==> config.mk <==
export PLATFORM = sky130hd
export DESIGN_NAME = readout_sequencer_flat
export DESIGN_NICKNAME = d
export VERILOG_FILES = /design/src/rtl/readout_sequencer_if.sv /design/src/rtl/readout_sequencer.sv /design/src/flat_wrapper.sv
export SDC_FILE = /design/constraint.sdc
export NUM_CORES = 1
export LEC_CHECK = 0
export BUFFER_PORTS_ARGS = -buffer_cell sky130_fd_sc_hd__buf_2
export CAP_MARGIN = 20
export CORE_ASPECT_RATIO = 0.9
export CORE_MARGIN = 1.5
export CORE_UTILIZATION = 50
export DETAILED_ROUTE_END_ITERATION = 7
export PLACE_DENSITY = 0.84
export SYNTH_ARGS = -nofsm -noshare
export SYNTH_HDL_FRONTEND = slang
export SYNTH_SLANG_ARGS = --single-unit
==> constraint.sdc <==
create_clock -name clk -period 4.4 [get_ports clk]
set_input_delay 0.66 -clock clk [delete_from_list [all_inputs] [get_ports clk]]
set_output_delay 0.66 -clock clk [all_outputs]
set_load 0.005 [all_outputs]
==> src/rtl/readout_sequencer_if.sv <==
// Readout sequencer bus: command decoder inputs, hit-memory read port and
// byte-serial transmitter handshake, grouped for the sequencer and its peers.
interface readout_sequencer_if #(
   parameter int unsigned IDX_W  = 2,
   parameter int unsigned DATA_W = 16
);
   logic                  cmd_read;
   logic                  cmd_reset;
   logic                  cmd_dev_sel;
   logic [4:0]            pkt_addr;
   logic [7:0]            dev_sel_byte;
   logic                  mem_rd;
   logic [5+IDX_W-1:0]    mem_addr;
   logic [DATA_W-1:0]     mem_dout;
   logic [7:0]            tx_data;
   logic                  tx_load;
   logic                  tx_rdy;
   logic                  busy;
   logic                  pkt_done;

   // Sequencer side
   modport master (
      input  cmd_read, cmd_reset, cmd_dev_sel, pkt_addr, dev_sel_byte,
      input  mem_dout, tx_rdy,
      output mem_rd, mem_addr, tx_data, tx_load, busy, pkt_done
   );

   // Environment side: command decoder, hit memory, transmitter
   modport slave (
      output cmd_read, cmd_reset, cmd_dev_sel, pkt_addr, dev_sel_byte,
      output mem_dout, tx_rdy,
      input  mem_rd, mem_addr, tx_data, tx_load, busy, pkt_done
   );
endinterface

==> src/rtl/readout_sequencer.sv <==
// Readout sequencer: on an accepted read command sends header byte, the
// WORDS_PER_PKT words of the selected hit-memory page (MSB byte first) and
// an XOR checksum byte to the byte-serial transmitter.
module readout_sequencer #(
   parameter int unsigned WORDS_PER_PKT = 4,
   parameter int unsigned IDX_W         = 2,
   parameter int unsigned DATA_W        = 16
) (
   input logic                 clk,
   input logic                 res,
   readout_sequencer_if.master bus
);

   typedef enum logic [2:0] {
      S_IDLE,
      S_HDR,
      S_RD,
      S_WAIT,
      S_TX_HI,
      S_TX_LO,
      S_CKSUM,
      S_DONE
   } state_t;

   localparam logic [IDX_W-1:0] LAST_IDX = IDX_W'(WORDS_PER_PKT - 1);

   state_t               state_q, state_d;
   logic [4:0]           page_q, page_d;
   logic [IDX_W-1:0]     idx_q, idx_d;
   logic [7:0]           chk_q, chk_d;
   logic [7:0]           word_lo_q, word_lo_d;
   logic                 mem_rd_q, mem_rd_d;
   logic [5+IDX_W-1:0]   mem_addr_q, mem_addr_d;
   logic [7:0]           tx_data_q, tx_data_d;
   logic                 tx_load_q, tx_load_d;
   logic                 pkt_done_q, pkt_done_d;

   // Next-state and next registered-output values; outputs are set on entry
   // to the state that owns them, so every output comes straight from a flop.
   always_comb begin
      state_d    = state_q;
      page_d     = page_q;
      idx_d      = idx_q;
      chk_d      = chk_q;
      word_lo_d  = word_lo_q;
      mem_rd_d   = 1'b0;
      mem_addr_d = mem_addr_q;
      tx_data_d  = tx_data_q;
      tx_load_d  = tx_load_q;
      pkt_done_d = 1'b0;

      case (state_q)
         S_IDLE: begin
            if (bus.cmd_read && bus.cmd_dev_sel) begin
               page_d    = bus.pkt_addr;
               idx_d     = '0;
               chk_d     = '0;
               tx_data_d = bus.dev_sel_byte;
               tx_load_d = 1'b1;
               state_d   = S_HDR;
            end
         end
         S_HDR: begin
            if (bus.tx_rdy) begin
               chk_d      = chk_q ^ tx_data_q;
               tx_load_d  = 1'b0;
               mem_rd_d   = 1'b1;
               mem_addr_d = {page_q, idx_q};
               state_d    = S_RD;
            end
         end
         S_RD: begin
            state_d = S_WAIT;
         end
         S_WAIT: begin
            // High byte goes straight to the transmitter; only the low byte
            // needs holding until the high byte is taken.
            tx_data_d = bus.mem_dout[DATA_W-1 -: 8];
            word_lo_d = bus.mem_dout[7:0];
            tx_load_d = 1'b1;
            state_d   = S_TX_HI;
         end
         S_TX_HI: begin
            if (bus.tx_rdy) begin
               chk_d     = chk_q ^ tx_data_q;
               tx_data_d = word_lo_q;
               state_d   = S_TX_LO;
            end
         end
         S_TX_LO: begin
            if (bus.tx_rdy) begin
               chk_d = chk_q ^ tx_data_q;
               if (idx_q == LAST_IDX) begin
                  idx_d     = '0;
                  tx_data_d = chk_q ^ tx_data_q;
                  state_d   = S_CKSUM;
               end else begin
                  idx_d      = idx_q + IDX_W'(1);
                  tx_load_d  = 1'b0;
                  mem_rd_d   = 1'b1;
                  mem_addr_d = {page_q, idx_q + IDX_W'(1)};
                  state_d    = S_RD;
               end
            end
         end
         S_CKSUM: begin
            if (bus.tx_rdy) begin
               tx_load_d  = 1'b0;
               pkt_done_d = 1'b1;
               state_d    = S_DONE;
            end
         end
         S_DONE: begin
            state_d = S_IDLE;
         end
         default: begin
            state_d = S_IDLE;
         end
      endcase
   end

   // State and output registers; cmd_reset aborts exactly like res.
   always_ff @(posedge clk) begin
      if (res || bus.cmd_reset) begin
         state_q    <= S_IDLE;
         page_q     <= '0;
         idx_q      <= '0;
         chk_q      <= '0;
         word_lo_q  <= '0;
         mem_rd_q   <= 1'b0;
         mem_addr_q <= '0;
         tx_data_q  <= '0;
         tx_load_q  <= 1'b0;
         pkt_done_q <= 1'b0;
      end else begin
         state_q    <= state_d;
         page_q     <= page_d;
         idx_q      <= idx_d;
         chk_q      <= chk_d;
         word_lo_q  <= word_lo_d;
         mem_rd_q   <= mem_rd_d;
         mem_addr_q <= mem_addr_d;
         tx_data_q  <= tx_data_d;
         tx_load_q  <= tx_load_d;
         pkt_done_q <= pkt_done_d;
      end
   end

   // Drive the bus from the registers.
   always_comb begin
      bus.mem_rd   = mem_rd_q;
      bus.mem_addr = mem_addr_q;
      bus.tx_data  = tx_data_q;
      bus.tx_load  = tx_load_q;
      bus.busy     = (state_q != S_IDLE);
      bus.pkt_done = pkt_done_q;
   end

endmodule

==> src/flat_wrapper.sv <==
// flat-port wrapper written by rule: the top's interface ports become plain ports
module readout_sequencer_flat 
#(
   parameter int unsigned WORDS_PER_PKT = 4,
   parameter int unsigned IDX_W         = 2,
   parameter int unsigned DATA_W        = 16
)
  (clk, res, bus_cmd_read, bus_cmd_reset, bus_cmd_dev_sel, bus_pkt_addr, bus_dev_sel_byte, bus_mem_dout, bus_tx_rdy, bus_mem_rd, bus_mem_addr, bus_tx_data, bus_tx_load, bus_busy, bus_pkt_done);
  readout_sequencer_if #(.IDX_W(IDX_W), .DATA_W(DATA_W)) bus_i ();
  input logic clk;
  input logic res;
  input wire logic [$bits(bus_i.cmd_read)-1:0] bus_cmd_read;
  input wire logic [$bits(bus_i.cmd_reset)-1:0] bus_cmd_reset;
  input wire logic [$bits(bus_i.cmd_dev_sel)-1:0] bus_cmd_dev_sel;
  input wire logic [$bits(bus_i.pkt_addr)-1:0] bus_pkt_addr;
  input wire logic [$bits(bus_i.dev_sel_byte)-1:0] bus_dev_sel_byte;
  input wire logic [$bits(bus_i.mem_dout)-1:0] bus_mem_dout;
  input wire logic [$bits(bus_i.tx_rdy)-1:0] bus_tx_rdy;
  output wire logic [$bits(bus_i.mem_rd)-1:0] bus_mem_rd;
  output wire logic [$bits(bus_i.mem_addr)-1:0] bus_mem_addr;
  output wire logic [$bits(bus_i.tx_data)-1:0] bus_tx_data;
  output wire logic [$bits(bus_i.tx_load)-1:0] bus_tx_load;
  output wire logic [$bits(bus_i.busy)-1:0] bus_busy;
  output wire logic [$bits(bus_i.pkt_done)-1:0] bus_pkt_done;
  assign bus_i.cmd_read = bus_cmd_read;
  assign bus_i.cmd_reset = bus_cmd_reset;
  assign bus_i.cmd_dev_sel = bus_cmd_dev_sel;
  assign bus_i.pkt_addr = bus_pkt_addr;
  assign bus_i.dev_sel_byte = bus_dev_sel_byte;
  assign bus_i.mem_dout = bus_mem_dout;
  assign bus_i.tx_rdy = bus_tx_rdy;
  assign bus_mem_rd = bus_i.mem_rd;
  assign bus_mem_addr = bus_i.mem_addr;
  assign bus_tx_data = bus_i.tx_data;
  assign bus_tx_load = bus_i.tx_load;
  assign bus_busy = bus_i.busy;
  assign bus_pkt_done = bus_i.pkt_done;
  readout_sequencer #(.WORDS_PER_PKT(WORDS_PER_PKT), .IDX_W(IDX_W), .DATA_W(DATA_W)) u_core (.clk(clk), .res(res), .bus(bus_i));
endmodule
After elaboration in Yosys (flattened, before gate mapping)
Index checks and enable logic that the tools add are counted.
{"block": "classes", "add_sub_neg": 1, "multipliers": 0, "div_mod_pow": 0, "n_lt_le_gt_ge": 0, "n_eq_ne": 17, "n_shift": 0, "mux": 32, "n_bitwise": 2, "reduce_logical": 19}
{"cell": "8-bit 2-to-1 mux", "count": 6}
{"cell": "8-bit case mux with 4 select lines", "count": 1}
{"cell": "3-bit case mux with 8 select lines", "count": 1}
{"cell": "7-bit 2-to-1 mux", "count": 3}
{"cell": "3-bit 2-to-1 mux", "count": 6}
{"cell": "8-bit case mux with 2 select lines", "count": 1}
{"cell": "5-bit AND reduction", "count": 3}
{"cell": "7-bit case mux with 2 select lines", "count": 1}
{"cell": "3-bit == test (second input constant)", "count": 4}
{"cell": "2-bit inequality test (second input constant)", "count": 5}
{"cell": "2-bit by 1-bit inequality test with 1-bit output (second input constant)", "count": 4}
{"cell": "4-bit nonzero test", "count": 2}
{"cell": "8-bit XOR", "count": 1}
{"cell": "1-bit 2-to-1 mux", "count": 7}
{"cell": "3-bit by 2-bit == test with 1-bit output (second input constant)", "count": 2}
{"cell": "2-bit 2-to-1 mux", "count": 3}
{"cell": "3-bit AND reduction", "count": 2}
{"cell": "2-bit nonzero test", "count": 3}
{"cell": "1-bit case mux with 4 select lines", "count": 1}
{"cell": "2-bit case mux with 2 select lines", "count": 1}
{"cell": "4-bit AND reduction", "count": 1}
{"cell": "2-bit OR reduction", "count": 2}
{"cell": "3-bit by 1-bit == test with 1-bit output (second input constant)", "count": 1}
{"cell": "3-bit logical NOT", "count": 1}
{"cell": "other kinds (9)", "count": 9}
{"block": "word_totals", "reg_bits": 44, "latch_bits": 0, "mem_bits_rw": 0, "romBits": 0, "input_bits": 35, "elab_cells": 81, "n_memories": 0}

Depth between registers and ports, before layout
{"block": "logic_depth", "word_depth": 4, "mapped_depth": 7, "ltp_nobuf": 5}

Worst setup path before layout
No wires, ideal clock.
{"block": "synth_timing", "path_type": "in2reg", "from": "input port bus_cmd_reset", "to": "register u_core.mem_rd_q (netlist: u_core.bus.mem_rd)", "setup_time_ns": 0.128, "arrival_time_ns": 1.533, "required_time_ns": 4.272, "slack_ns": 2.740, "stages": 5, "cell_sequence": "or2_2 -> clkbuf_1 -> clkbuf_1 -> buf_1 -> nor2_1"}
{"block": "synth_between", "elab_chain_cells": 1}
{"item": "from (decl)", "line": "flat_wrapper.sv:13", "text": "input wire logic [$bits(bus_i.cmd_reset)-1:0] bus_cmd_reset;"}
{"item": "1-bit logical OR", "line": "readout_sequencer.sv:124", "text": "if (res || bus.cmd_reset) begin"}
{"item": "to (signal assigned)", "line": "readout_sequencer.sv:141", "text": "mem_rd_q <= mem_rd_d;"}
{"item": "to (decl)", "line": "readout_sequencer.sv:32", "text": "logic mem_rd_q, mem_rd_d;"}
Every way passes these cells.
A chain may end at the register's enable or synchronous reset.

Worst setup path in the final report
{"block": "layout_timing", "from": "register u_core.state_q[1]", "to": "register u_core.tx_data_q[7] (netlist: u_core.bus.tx_data[7])"}
{"block": "layout_between", "elab_chain_cells": 3, "elab_cells_between_ends": 11}
{"item": "from (decl)", "line": "readout_sequencer.sv:27", "text": "state_t state_q, state_d;"}
{"item": "from (signal assigned)", "line": "readout_sequencer.sv:136", "text": "state_q <= state_d;"}
{"item": "3-bit == test (tied with other cells)", "line": "readout_sequencer.sv:52", "text": "case (state_q)"}
{"item": "2-bit by 1-bit inequality test with 1-bit output (no line) (tied with other cells)"}
{"item": "5-bit AND reduction (no line)"}
{"item": "to (signal assigned)", "line": "readout_sequencer.sv:143", "text": "tx_data_q <= tx_data_d;"}
{"item": "to (decl)", "line": "readout_sequencer.sv:34", "text": "logic [7:0] tx_data_q, tx_data_d;"}
Several ways; a longest one is shown, not always the timed one.

==> flow_summary.json <==
{
  "status": "finished clean",
  "fin_tns_setup_ps": 0,
  "syn_area_sq_um": 2350,
  "tightest_slew_ps": 914,
  "syn_avg_cell_area_sq_um": 8.56,
  "ios": 54,
  "slew_headroom": 0.390,
  "synth-edff-count": 0,
  "fmax_ghz": 0.429,
  "fp.dieW_um": 75.3,
  "grt_pass1_wl_um": 9240,
  "overflow": 0,
  "worst-path-max-fanout": 27,
  "period_needed_ps": 2330,
  "yosysWarningCount": 0,
  "cp-endpoint": "u_core.bus.tx_data[7]$_SDFFE_PP0P_",
  "die_area_sq_um": 5130,
  "crit_start": "u_core.state_q[1]$_SDFFE_PP0P_",
  "path_delay_family": "compound AO/OA/AOI/OAI gates",
  "numPortBuffers": 53,
  "hold_start": "u_core.bus.mem_addr[2]$_SDFFE_PP0P_",
  "r2r_end": "u_core.bus.tx_data[7]$_SDFFE_PP0P_",
  "drt_iter0_markers": 215,
  "cts_setup_buffers": 0,
  "dp_slack_ps": 2130,
  "cts_root_buf": "clkbuf_8",
  "viasPerCell": 5.71,
  "cts_tree": "yes",
  "grt.total_usage": 0.242,
  "critPathBufInv": 0,
  "gp_congestion": 0.878,
  "reg2reg_from": "u_core.state_q[1]$_SDFFE_PP0P_",
  "fin_ws_ps": 2070,
  "post-route-period-util": 0.530,
  "crit_path_end_kind": "register",
  "ff2ff_setup_slack_ps": 2070,
  "route.layer.met1.wl_um": 2650,
  "fp.dieH_um": 68.1,
  "crit_chain": "nor2b_1 -> o32ai_4 -> a21oi_1 -> a32o_1",
  "synth_ff_type": "dfxtp_1",
  "max_stage_delay_ps": 930,
  "top_layer_used": "met4",
  "vias": 2142,
  "min_path_type": "reg -> reg",
  "postSynthCellCount": 275,
  "ir_worst_vdd_v": 0.000176,
  "p_per_area_nw_per_um2": 327,
  "syn-num-nets": 311,
  "cts_sinks": 44,
  "htreeDepth": 2,
  "finClkSkew_ps": 9.51,
  "first_global_vias": 1912,
  "hold_buffers": 0,
  "rows": 23,
  "n_antenna_cell": 0,
  "grt_max_degree": 42,
  "wl_um": 5770,
  "drv_cap": 0,
  "wl_met3_um": 405,
  "cp.depth": 4,
  "startpoint_type": "register",
  "nets": 348,
  "critPathArrivalTime_ps": 2520,
  "syn_to_final_growth_pct": 14.2,
  "path_clk_slew_ps": 90,
  "whs_ps": 454,
  "cts_resized": 0,
  "drc": 0,
  "dr.pass1.iters": 4,
  "crit_slowest_cell": "dfxtp_1",
  "clock_latency_ps": 300,
  "numCtsBuffers": 5,
  "async_reset_ff_frac": 0,
  "p_leak_uw": 0.00104,
  "avgRoutedWirePerCell_um": 15.4,
  "fillers": 436,
  "clockBufferDepth": 2,
  "antenna_left": 0,
  "initial_utilization": 0.524,
  "antenna_found_initial": 0,
  "synth.distinct_cells": 47,
  "synth_seq_area_share": 0.374,
  "layout_commonest_cell": "buf_2",
  "wl_met2_um": 2590,
  "cp.required_ps": 4590,
  "drive_above_1_share": 0.233,
  "finalHoldViolCount": 0,
  "coreArea_sq_um": 4490,
  "finalSetupViolCount": 0,
  "slew_violations": 0,
  "crit_type": "reg -> reg",
  "layout_common_cells": "53 x buf_2, 44 x dfxtp_1, 33 x nand2_1",
  "synth_seq_cells": 44,
  "rr_worst_depth": 4,
  "dp_hpwl_um": 3980,
  "rsz0062_at_grt": "no"
}
==> registers in the layout (all words and copies together), names as in the netlist <==
signal               cells
u_core.bus.tx_data       8
u_core.chk_q             8
u_core.word_lo_q         8
u_core.bus.mem_addr      7
u_core.page_q            5
u_core.state_q           3
u_core.idx_q             2
u_core.bus.mem_rd        1
u_core.bus.pkt_done      1
u_core.bus.tx_load       1
==> layer usage <==
layer	vias up	GRT usage
met1	968	0.330
met3	12	0.0545
met5	-	0
met2	85	0.363
met4	0	0.109
li1	1077	-
==> where the power goes <==
group	total [uW]	internal, uW	switching [uW]
clock network	329	186	143
registers	421	406	15.6
logic	130	55.1	75.0
total	880	647	234
==> worst min-delay path: stages (launching register included) <==
cell	delay [ps]
dfxtp_1	320
nand2_1	50
a21oi_1	50
==> final cells by class <==
cell class	count	area, sq um	share of cell area
inverter	4	15.0	0.00558
multi-input combinational	203	1320	0.491
tap	62	77.6	0.0289
sequential	44	881	0.328
timing repair buffer	54	273	0.101
clock buffer	6	82.6	0.0307
clock inverter	2	38.8	0.0144
==> cells in the mapped netlist, types with 2 or more instances <==
library cell | count | share of area
a211oi_1 | 6 | 0.019
a21oi_1 | 24 | 0.051
a311oi_1 | 19 | 0.071
a31oi_1 | 7 | 0.019
a32o_1 | 8 | 0.034
and3_1 | 2 | 0.0053
buf_1 | 2 | 0.0032
buf_2 | 7 | 0.015
buf_4 | 4 | 0.013
buf_6 | 3 | 0.014
clkbuf_1 | 8 | 0.013
dfxtp_1 | 44 | 0.37
inv_1 | 3 | 0.0048
mux2i_1 | 14 | 0.060
nand2_1 | 33 | 0.053
nand2b_1 | 5 | 0.013
nand3_1 | 5 | 0.011
nand3b_1 | 2 | 0.0064
nor2_1 | 27 | 0.043
nor2_2 | 2 | 0.0053
nor2b_1 | 6 | 0.016
nor3_1 | 8 | 0.017
o21a_1 | 3 | 0.0096
or2_1 | 3 | 0.0080
xnor2_1 | 8 | 0.030
==> worst min-delay path by stage <==
stage	cells after the start	endpoint
6_report	2	u_core.bus.mem_addr[2]$_SDFFE_PP0P_
5_1_grt	2	u_core.bus.mem_addr[4]$_SDFFE_PP0P_
4_1_cts	2	u_core.bus.mem_addr[2]$_SDFFE_PP0P_
3_5_place_dp	2	u_core.bus.mem_addr[2]$_SDFFE_PP0P_
3_3_place_gp	2	u_core.bus.mem_addr[4]$_SDFFE_PP0P_
2_1_floorplan	2	u_core.bus.mem_addr[2]$_SDFFE_PP0P_
==> metrics by stage <==
step | std cells | total power (uW) | instance area, sq um | util
after floorplan | 275 | 522 | 2350 | -
after global placement | 367 | 556 | 2570 | 0.572
after detailed placement | 367 | 558 | 2570 | 0.572
after CTS | 375 | 884 | 2690 | 0.599
after global routing | 375 | 914 | 2690 | 0.599
final | 375 | 880 | 2690 | 0.599
==> kinds of logic after synthesis <==
group | synth area share
AO/OA/AOI/OAI | 0.257
adder cells (fa/ha/maj) | 0.00532
AND/OR/NAND/NOR | 0.206
flip-flops | 0.374
XOR/XNOR | 0.0335
multiplexers | 0.0595
buffers and inverters | 0.0643
No activity file was read; power rests on OpenSTA's default activity.
